[src/rtl/byte_parity_pkg.sv]
// Shared definitions for the byte-parity datapath: frame constants, the
// serializer state encoding and the masked-parity function used by both the
// generator and the serializer recheck.
package byte_parity_pkg;

  localparam int DATA_BITS = 8;
  localparam int WORD_W    = 9;

  typedef enum logic [2:0] {
    IDLE,
    START,
    DATA,
    PARITY,
    STOP
  } tx_state_e;

  // Even-style parity over the enabled data bits only.
  function automatic logic masked_parity(input logic [DATA_BITS-1:0] data,
                                         input logic [DATA_BITS-1:0] en);
    return ^(data & en);
  endfunction

endpackage

[src/rtl/bit_timer.sv]
// Bit-period counter for the serializer. Counts 0..CLKS_PER_BIT-1 while
// enabled and wraps; tc_o marks the last cycle of a bit period. clear_i
// forces the count back to zero and wins over enable.
module bit_timer #(
  parameter int CLKS_PER_BIT = 16
) (
  input  logic clk,
  input  logic rst_n,
  input  logic clear_i,
  input  logic en_i,
  output logic tc_o
);

  localparam int CW = (CLKS_PER_BIT > 1) ? $clog2(CLKS_PER_BIT) : 1;
  localparam logic [CW-1:0] LAST = CW'(CLKS_PER_BIT - 1);

  logic [CW-1:0] cnt_q, cnt_d;

  assign tc_o = en_i && (cnt_q == LAST);

  // Next count: clear, wrap at terminal count, or increment.
  always_comb begin
    // NOTE: every combinational output gets a default first so no path
    // leaves it unassigned, which would infer a latch.
    cnt_d = cnt_q;
    if (clear_i) begin
      cnt_d = '0;
    end else if (en_i) begin
      cnt_d = tc_o ? '0 : cnt_q + 1'b1;
    end
  end

  // Count register.
  always_ff @(posedge clk or negedge rst_n) begin
    // NOTE: sequential state uses non-blocking assignments so every register
    // samples pre-edge values regardless of block ordering.
    if (!rst_n) cnt_q <= '0;
    else        cnt_q <= cnt_d;
  end

endmodule

[src/rtl/parity_byte_serializer.sv]
// Transmit end of the parity datapath: one-entry holding buffer behind a
// valid/ready handshake, then start / 8 data bits LSB-first / parity /
// STOP_BITS stop bits on TXD, idle high.
// Optional parity recheck on acceptance is enabled by defining PAR_CHECK_EN.
module parity_byte_serializer
  import byte_parity_pkg::*;
#(
  parameter int CLKS_PER_BIT = 16,
  parameter int STOP_BITS    = 1
) (
  input  logic              CLK,
  input  logic              RST_N,
  input  logic [WORD_W-1:0] IN_DP,
  input  logic [7:0]        IN_EN,
  input  logic              IN_VALID,
  output logic              IN_READY,
  output logic              TXD,
  output logic              TX_BUSY,
  output logic              PERR,
  output logic              PERR_STICKY
);

  localparam logic       STOP_LAST = 1'(STOP_BITS - 1);
  localparam logic [2:0] IDX_LAST  = 3'(DATA_BITS - 1);

  tx_state_e         state_q, state_d;
  logic [WORD_W-1:0] hold_q, hold_d;
  logic              hold_full_q, hold_full_d;
  logic [WORD_W-1:0] shift_q, shift_d;
  logic [2:0]        bit_idx_q, bit_idx_d;
  logic              stop_cnt_q, stop_cnt_d;
  logic              txd_q, txd_d;

  logic handshake;
  logic last_stop;
  logic take;
  logic tc;

  assign handshake = IN_VALID && !hold_full_q;
  assign last_stop = (state_q == STOP) && tc && (stop_cnt_q == STOP_LAST);
  // The shifter pulls the buffered word when idle or as the frame ends.
  assign take      = hold_full_q && ((state_q == IDLE) || last_stop);

  assign IN_READY = !hold_full_q;
  assign TXD      = txd_q;
  assign TX_BUSY  = (state_q != IDLE);

  bit_timer #(.CLKS_PER_BIT(CLKS_PER_BIT)) u_bit_timer (
    .clk     (CLK),
    .rst_n   (RST_N),
    .clear_i (take),
    .en_i    (state_q != IDLE),
    .tc_o    (tc)
  );

  // Holding buffer: fill on handshake, drain when the shifter takes it.
  always_comb begin
    hold_d      = hold_q;
    hold_full_d = hold_full_q;
    if (handshake) begin
      hold_d      = IN_DP;
      hold_full_d = 1'b1;
    end else if (take) begin
      hold_full_d = 1'b0;
    end
  end

  // Frame sequencing; TXD is computed from the next state so it is registered
  // in step with the state it belongs to.
  always_comb begin
    state_d    = state_q;
    shift_d    = shift_q;
    bit_idx_d  = bit_idx_q;
    stop_cnt_d = stop_cnt_q;
    case (state_q)
      IDLE: begin
        if (hold_full_q) begin
          state_d = START;
          shift_d = hold_q;
        end
      end
      START: begin
        if (tc) begin
          state_d   = DATA;
          bit_idx_d = '0;
        end
      end
      DATA: begin
        if (tc) begin
          // After eight shifts the parity bit sits in shift position 0.
          shift_d = shift_q >> 1;
          if (bit_idx_q == IDX_LAST) state_d = PARITY;
          else                       bit_idx_d = bit_idx_q + 3'd1;
        end
      end
      PARITY: begin
        if (tc) begin
          state_d    = STOP;
          stop_cnt_d = 1'b0;
        end
      end
      STOP: begin
        if (last_stop) begin
          if (hold_full_q) begin
            state_d = START;
            shift_d = hold_q;
          end else begin
            state_d = IDLE;
          end
        end else if (tc) begin
          stop_cnt_d = stop_cnt_q + 1'b1;
        end
      end
      default: state_d = IDLE;
    endcase

    case (state_d)
      START:        txd_d = 1'b0;
      DATA, PARITY: txd_d = shift_d[0];
      default:      txd_d = 1'b1;
    endcase
  end

  // State, buffer and shifter registers; reset abandons any frame in flight.
  always_ff @(posedge CLK or negedge RST_N) begin
    if (!RST_N) begin
      state_q     <= IDLE;
      hold_q      <= '0;
      hold_full_q <= 1'b0;
      shift_q     <= '0;
      bit_idx_q   <= '0;
      stop_cnt_q  <= 1'b0;
      txd_q       <= 1'b1;
    end else begin
      state_q     <= state_d;
      hold_q      <= hold_d;
      hold_full_q <= hold_full_d;
      shift_q     <= shift_d;
      bit_idx_q   <= bit_idx_d;
      stop_cnt_q  <= stop_cnt_d;
      txd_q       <= txd_d;
    end
  end

`ifdef PAR_CHECK_EN
  logic perr_q, perr_sticky_q;
  logic mismatch;

  assign mismatch = (masked_parity(IN_DP[DATA_BITS-1:0], IN_EN) != IN_DP[DATA_BITS]);

  // Recheck the accepted word; the word itself is forwarded untouched.
  always_ff @(posedge CLK or negedge RST_N) begin
    if (!RST_N) begin
      perr_q        <= 1'b0;
      perr_sticky_q <= 1'b0;
    end else begin
      perr_q <= handshake && mismatch;
      if (handshake && mismatch) perr_sticky_q <= 1'b1;
    end
  end

  assign PERR        = perr_q;
  assign PERR_STICKY = perr_sticky_q;
`else
  logic unused_en;
  assign unused_en   = ^IN_EN;
  assign PERR        = 1'b0;
  assign PERR_STICKY = 1'b0;
`endif

endmodule

[config.mk]
export PLATFORM = sky130hd
export DESIGN_NAME = parity_byte_serializer
export DESIGN_NICKNAME = d
export VERILOG_FILES = /design/src/rtl/byte_parity_pkg.sv /design/src/rtl/bit_timer.sv /design/src/rtl/parity_byte_serializer.sv
export SDC_FILE = /design/constraint.sdc
export NUM_CORES = 1
export LEC_CHECK = 0
export CORE_MARGIN = 2
export CORE_UTILIZATION = 47
export DETAILED_ROUTE_END_ITERATION = 10
export PLACE_DENSITY = 0.74
export SETUP_SLACK_MARGIN = 0.1
export SLEW_MARGIN = 10
export SYNTH_ARGS = -nofsm -noshare
export SYNTH_HDL_FRONTEND = slang
export SYNTH_SLANG_ARGS = --single-unit
[constraint.sdc]
create_clock -name CLK -period 1.75 [get_ports CLK]
set_clock_uncertainty 0.1 [all_clocks]
set_input_delay 0.35 -clock CLK [delete_from_list [all_inputs] [get_ports CLK]]
set_output_delay 0.35 -clock CLK [all_outputs]
set_load 0.05 [all_outputs]
==> run_summary.xml <==
<?xml version="1.0" encoding="UTF-8"?>
<metrics>
  <group name="drt">
    <metric name="ant_nets" unit="">0</metric>
    <metric name="dr_total_vias" unit="">1176</metric>
    <metric name="drc" unit="">0</metric>
    <metric name="final_wirelength" unit="um">3250</metric>
    <metric name="avgViaCountPerCell" unit="">5.39</metric>
    <metric name="drt_pass1_iterations" unit="">4</metric>
    <metric name="first_iter_violations" unit="">41</metric>
    <metric name="detail_route.wl_per_cell" unit="um">14.9</metric>
  </group>
  <group name="cells_and_area">
    <metric name="layout-drive-gt1-share" unit="">0.425</metric>
    <metric name="synthToLayoutAreaGrowth" unit="%">36.2</metric>
    <metric name="post_layout_net_count" unit="">197</metric>
    <metric name="multiInputGateArea" unit="sq um">779</metric>
    <metric name="final.fill_count" unit="">252</metric>
    <metric name="inserted_diodes" unit="">0</metric>
    <metric name="design_area" unit="sq um">2090</metric>
    <metric name="commonest_non_fill_non_tap_cell_in_the_layout" unit="">sky130_fd_sc_hd__dfrtp_1</metric>
    <metric name="layout.area.seq" unit="sq um">782</metric>
    <metric name="mostFrequentLayoutCells" unit="">26 x sky130_fd_sc_hd__dfrtp_1, 24 x sky130_fd_sc_hd__buf_4, 11 x sky130_fd_sc_hd__mux2_2, 11 x sky130_fd_sc_hd__clkdlybuf4s50_1</metric>
  </group>
  <group name="synthesis">
    <metric name="ys.flop_type" unit="">sky130_fd_sc_hd__dfrtp_1</metric>
    <metric name="synth.yosys.warnings" unit="">0</metric>
    <metric name="synth.distinct_cells" unit="">40</metric>
    <metric name="synth_seq_cells" unit="">31</metric>
    <metric name="synth_enable_flop_cells" unit="">0</metric>
    <metric name="post_synthesis_mean_instance_area" unit="sq um">11.5</metric>
    <metric name="postSynthCellCount" unit="">133</metric>
    <metric name="seq_area_frac_synth" unit="">0.507</metric>
    <metric name="post_syn_area" unit="sq um">1530</metric>
    <metric name="synth_async_sr_flop_share" unit="">1.00</metric>
  </group>
  <group name="global_routing">
    <metric name="grt.overflow.total" unit="">0</metric>
    <metric name="grt_use_total" unit="">0.205</metric>
    <metric name="global_route_wire_length_before_repair" unit="um">5510</metric>
    <metric name="antenna_found_initial" unit="">0</metric>
    <metric name="grt_max_degree" unit="">32</metric>
    <metric name="first_global_vias" unit="">1164</metric>
  </group>
  <group name="floorplan">
    <metric name="die_footprint" unit="sq um">3730</metric>
    <metric name="die_y" unit="um">61.1</metric>
    <metric name="core" unit="sq um">3080</metric>
    <metric name="ios" unit="">25</metric>
    <metric name="die-width" unit="um">61.1</metric>
    <metric name="start_util" unit="">0.498</metric>
    <metric name="placementRows" unit="">20</metric>
  </group>
  <group name="min_path">
    <metric name="hold_class" unit="">input port to asynchronous set/reset pin</metric>
  </group>
  <group name="sta">
    <metric name="final_critical_path_setup_slack" unit="ps">-46.2</metric>
    <metric name="final-setup-viol-count" unit="">4</metric>
    <metric name="timing.final.crit_period" unit="ps">1800</metric>
    <metric name="timing_hold_violations_final" unit="">0</metric>
    <metric name="grt_setup_unrepaired" unit="">yes</metric>
    <metric name="period_share" unit="">1.03</metric>
    <metric name="fmaxAchievable" unit="MHz">557</metric>
    <metric name="setup_tns" unit="ps">-94.2</metric>
    <metric name="maxSlewViolCount" unit="">0</metric>
  </group>
  <group name="clock_network">
    <metric name="numCtsBuffers" unit="">5</metric>
    <metric name="post_cts_hold_buffer_count" unit="">0</metric>
    <metric name="clk_pin_slew" unit="ps">90</metric>
    <metric name="cts_num_sinks" unit="">31</metric>
    <metric name="cts-root-buf" unit="">sky130_fd_sc_hd__clkbuf_4</metric>
    <metric name="clock_latency" unit="ps">330</metric>
    <metric name="tritoncts_clock_tree" unit="">yes</metric>
    <metric name="clock_path_buffers" unit="">2</metric>
    <metric name="cts.htree.levels" unit="">2</metric>
  </group>
  <group name="critical_path">
    <metric name="worst-path-max-fanout" unit="">2</metric>
    <metric name="timing.critical_path.to_type" unit="">flop</metric>
    <metric name="path_class" unit="">flop to flop</metric>
    <metric name="worstSetupStartpointType" unit="">flop</metric>
    <metric name="data_arrival_at_the_endpoint_of_the_critical_path" unit="ps">1910</metric>
    <metric name="critPathRequiredTime" unit="ps">1860</metric>
    <metric name="depth_of_the_worst_register_to_register_path" unit="">6</metric>
  </group>
  <group name="placement">
    <metric name="placed_cell_area" unit="sq um">1840</metric>
    <metric name="place.port_buffers" unit="">14</metric>
    <metric name="dp_hpwl" unit="um">2210</metric>
    <metric name="gp_routability_congestion" unit="">0.786</metric>
  </group>
  <group name="power_and_ir_drop">
    <metric name="leakage" unit="nW">0.950</metric>
    <metric name="power_density" unit="nW/um^2">1640</metric>
    <metric name="vdd_ir_drop_max" unit="mV">0.806</metric>
  </group>
  <group name="status">
    <metric name="run_status" unit="">complete, but fails checks</metric>
    <metric name="violations" unit="">setup timing</metric>
  </group>
  <group name="job">
    <metric name="max_cap_viol_count" unit="">0</metric>
  </group>
</metrics>
[registers in the layout (all words and copies together), names as in the netlist]
| register | count |
|---|---|
| hold_full_q | 1 |
| state_q | 3 |
| bit_idx_q | 3 |
| hold_q | 9 |
| shift_q | 9 |
| TXD | 1 |
| stop_cnt_q | 1 |
| u_bit_timer.cnt_q | 4 |
[per-stage QoR]
step	hold slack (ps)	setup WS, ps	utilization	instances	power, mW
CTS	311	-72.8	0.661	216	3.37
floorplan	-45.6	-4.71	-	134	2.20
global placement	360	-58.8	0.598	201	2.62
global route	350	-112	0.678	218	3.64
finish	309	-46.2	0.678	218	3.41
detailed placement	366	-95.8	0.598	201	2.70
[per-layer routing]
layer | vias to the layer above | part of all wire | global-route usage
met3 | 6 | 0.040 | 0.0567
li1 | 567 | - | -
met5 | - | 0 | 0
met1 | 581 | 0.42 | 0.267
met2 | 22 | 0.52 | 0.324
met4 | 0 | 0.016 | 0.0839
[worst max-delay path, stage by stage, from the launching register on]
cell	delay [ps]
sky130_fd_sc_hd__dfrtp_1	400
sky130_fd_sc_hd__ha_2	200
sky130_fd_sc_hd__ha_4	160
sky130_fd_sc_hd__nor3b_2	140
sky130_fd_sc_hd__a21oi_1	60
sky130_fd_sc_hd__or3_4	340
sky130_fd_sc_hd__mux2_2	280
[report_power, final]
group          total, mW  switching, mW  internal (mW)
logic               1.72          0.777          0.942
registers           1.28          0.239           1.04
clock network      0.415          0.229          0.186
[timing repair]
item	in CTS	in global routing
buffers inserted	8	2
pin swaps	5	8
setup endpoints to repair	15	18
resized for setup	15	13
[cell type report]
cell class | count | share of cell area
inverters | 4 | 0.00719
well taps | 44 | 0.0264
flip-flops and latches | 31 | 0.375
clock buffers | 6 | 0.0246
clock inverters | 1 | 0.00240
multi-input cells | 90 | 0.374
repair buffers | 42 | 0.191
[path summary, 6_finish.rpt]
kind / startpoint / endpoint / slack [ps]
max reg2reg: bit_idx_q[0] / bit_idx_q[0] / -50
max in group asynchronous: RST_N / TXD / 920
min: RST_N / stop_cnt_q / 310
min reg2reg: shift_q[5] / shift_q[5] / 380
max: bit_idx_q[0] / bit_idx_q[0] / -50
min in group CLK: shift_q[5] / shift_q[5] / 380
[cells in the mapped netlist (all sizes together), types with 2 or more instances]
cell / instances / area (sq um)
nor3: 2 / 10.0
a21oi: 6 / 30.0
inv: 4 / 15.0
clkbuf: 2 / 7.51
a21o: 7 / 52.6
or3: 3 / 23.8
o21ai: 6 / 30.0
dfrtp: 30 / 751
mux2: 11 / 124
a221oi: 2 / 17.5
buf: 7 / 47.6
nor2: 7 / 42.5
ha: 3 / 37.5
nand2: 8 / 30.0
nor3b: 2 / 15.0
nand4: 2 / 12.5
a22o: 7 / 61.3
mux2i: 5 / 50.1
[cells by family (layout without fill, tap and decap cells)]
group,Yosys count,after routing,share of synthesized area
xor gates and xnor gates,1,1,0.00572
adders and majority gates,3,3,0.0245
and+or+nand+nor,33,33,0.136
DFF,31,31,0.507
AOI/OAI and AO/OA,35,35,0.165
muxes,16,16,0.113
other,1,2,0.00245
buffers and inverters,13,53,0.0457
Note: power is estimated with default switching activity, not from simulation.
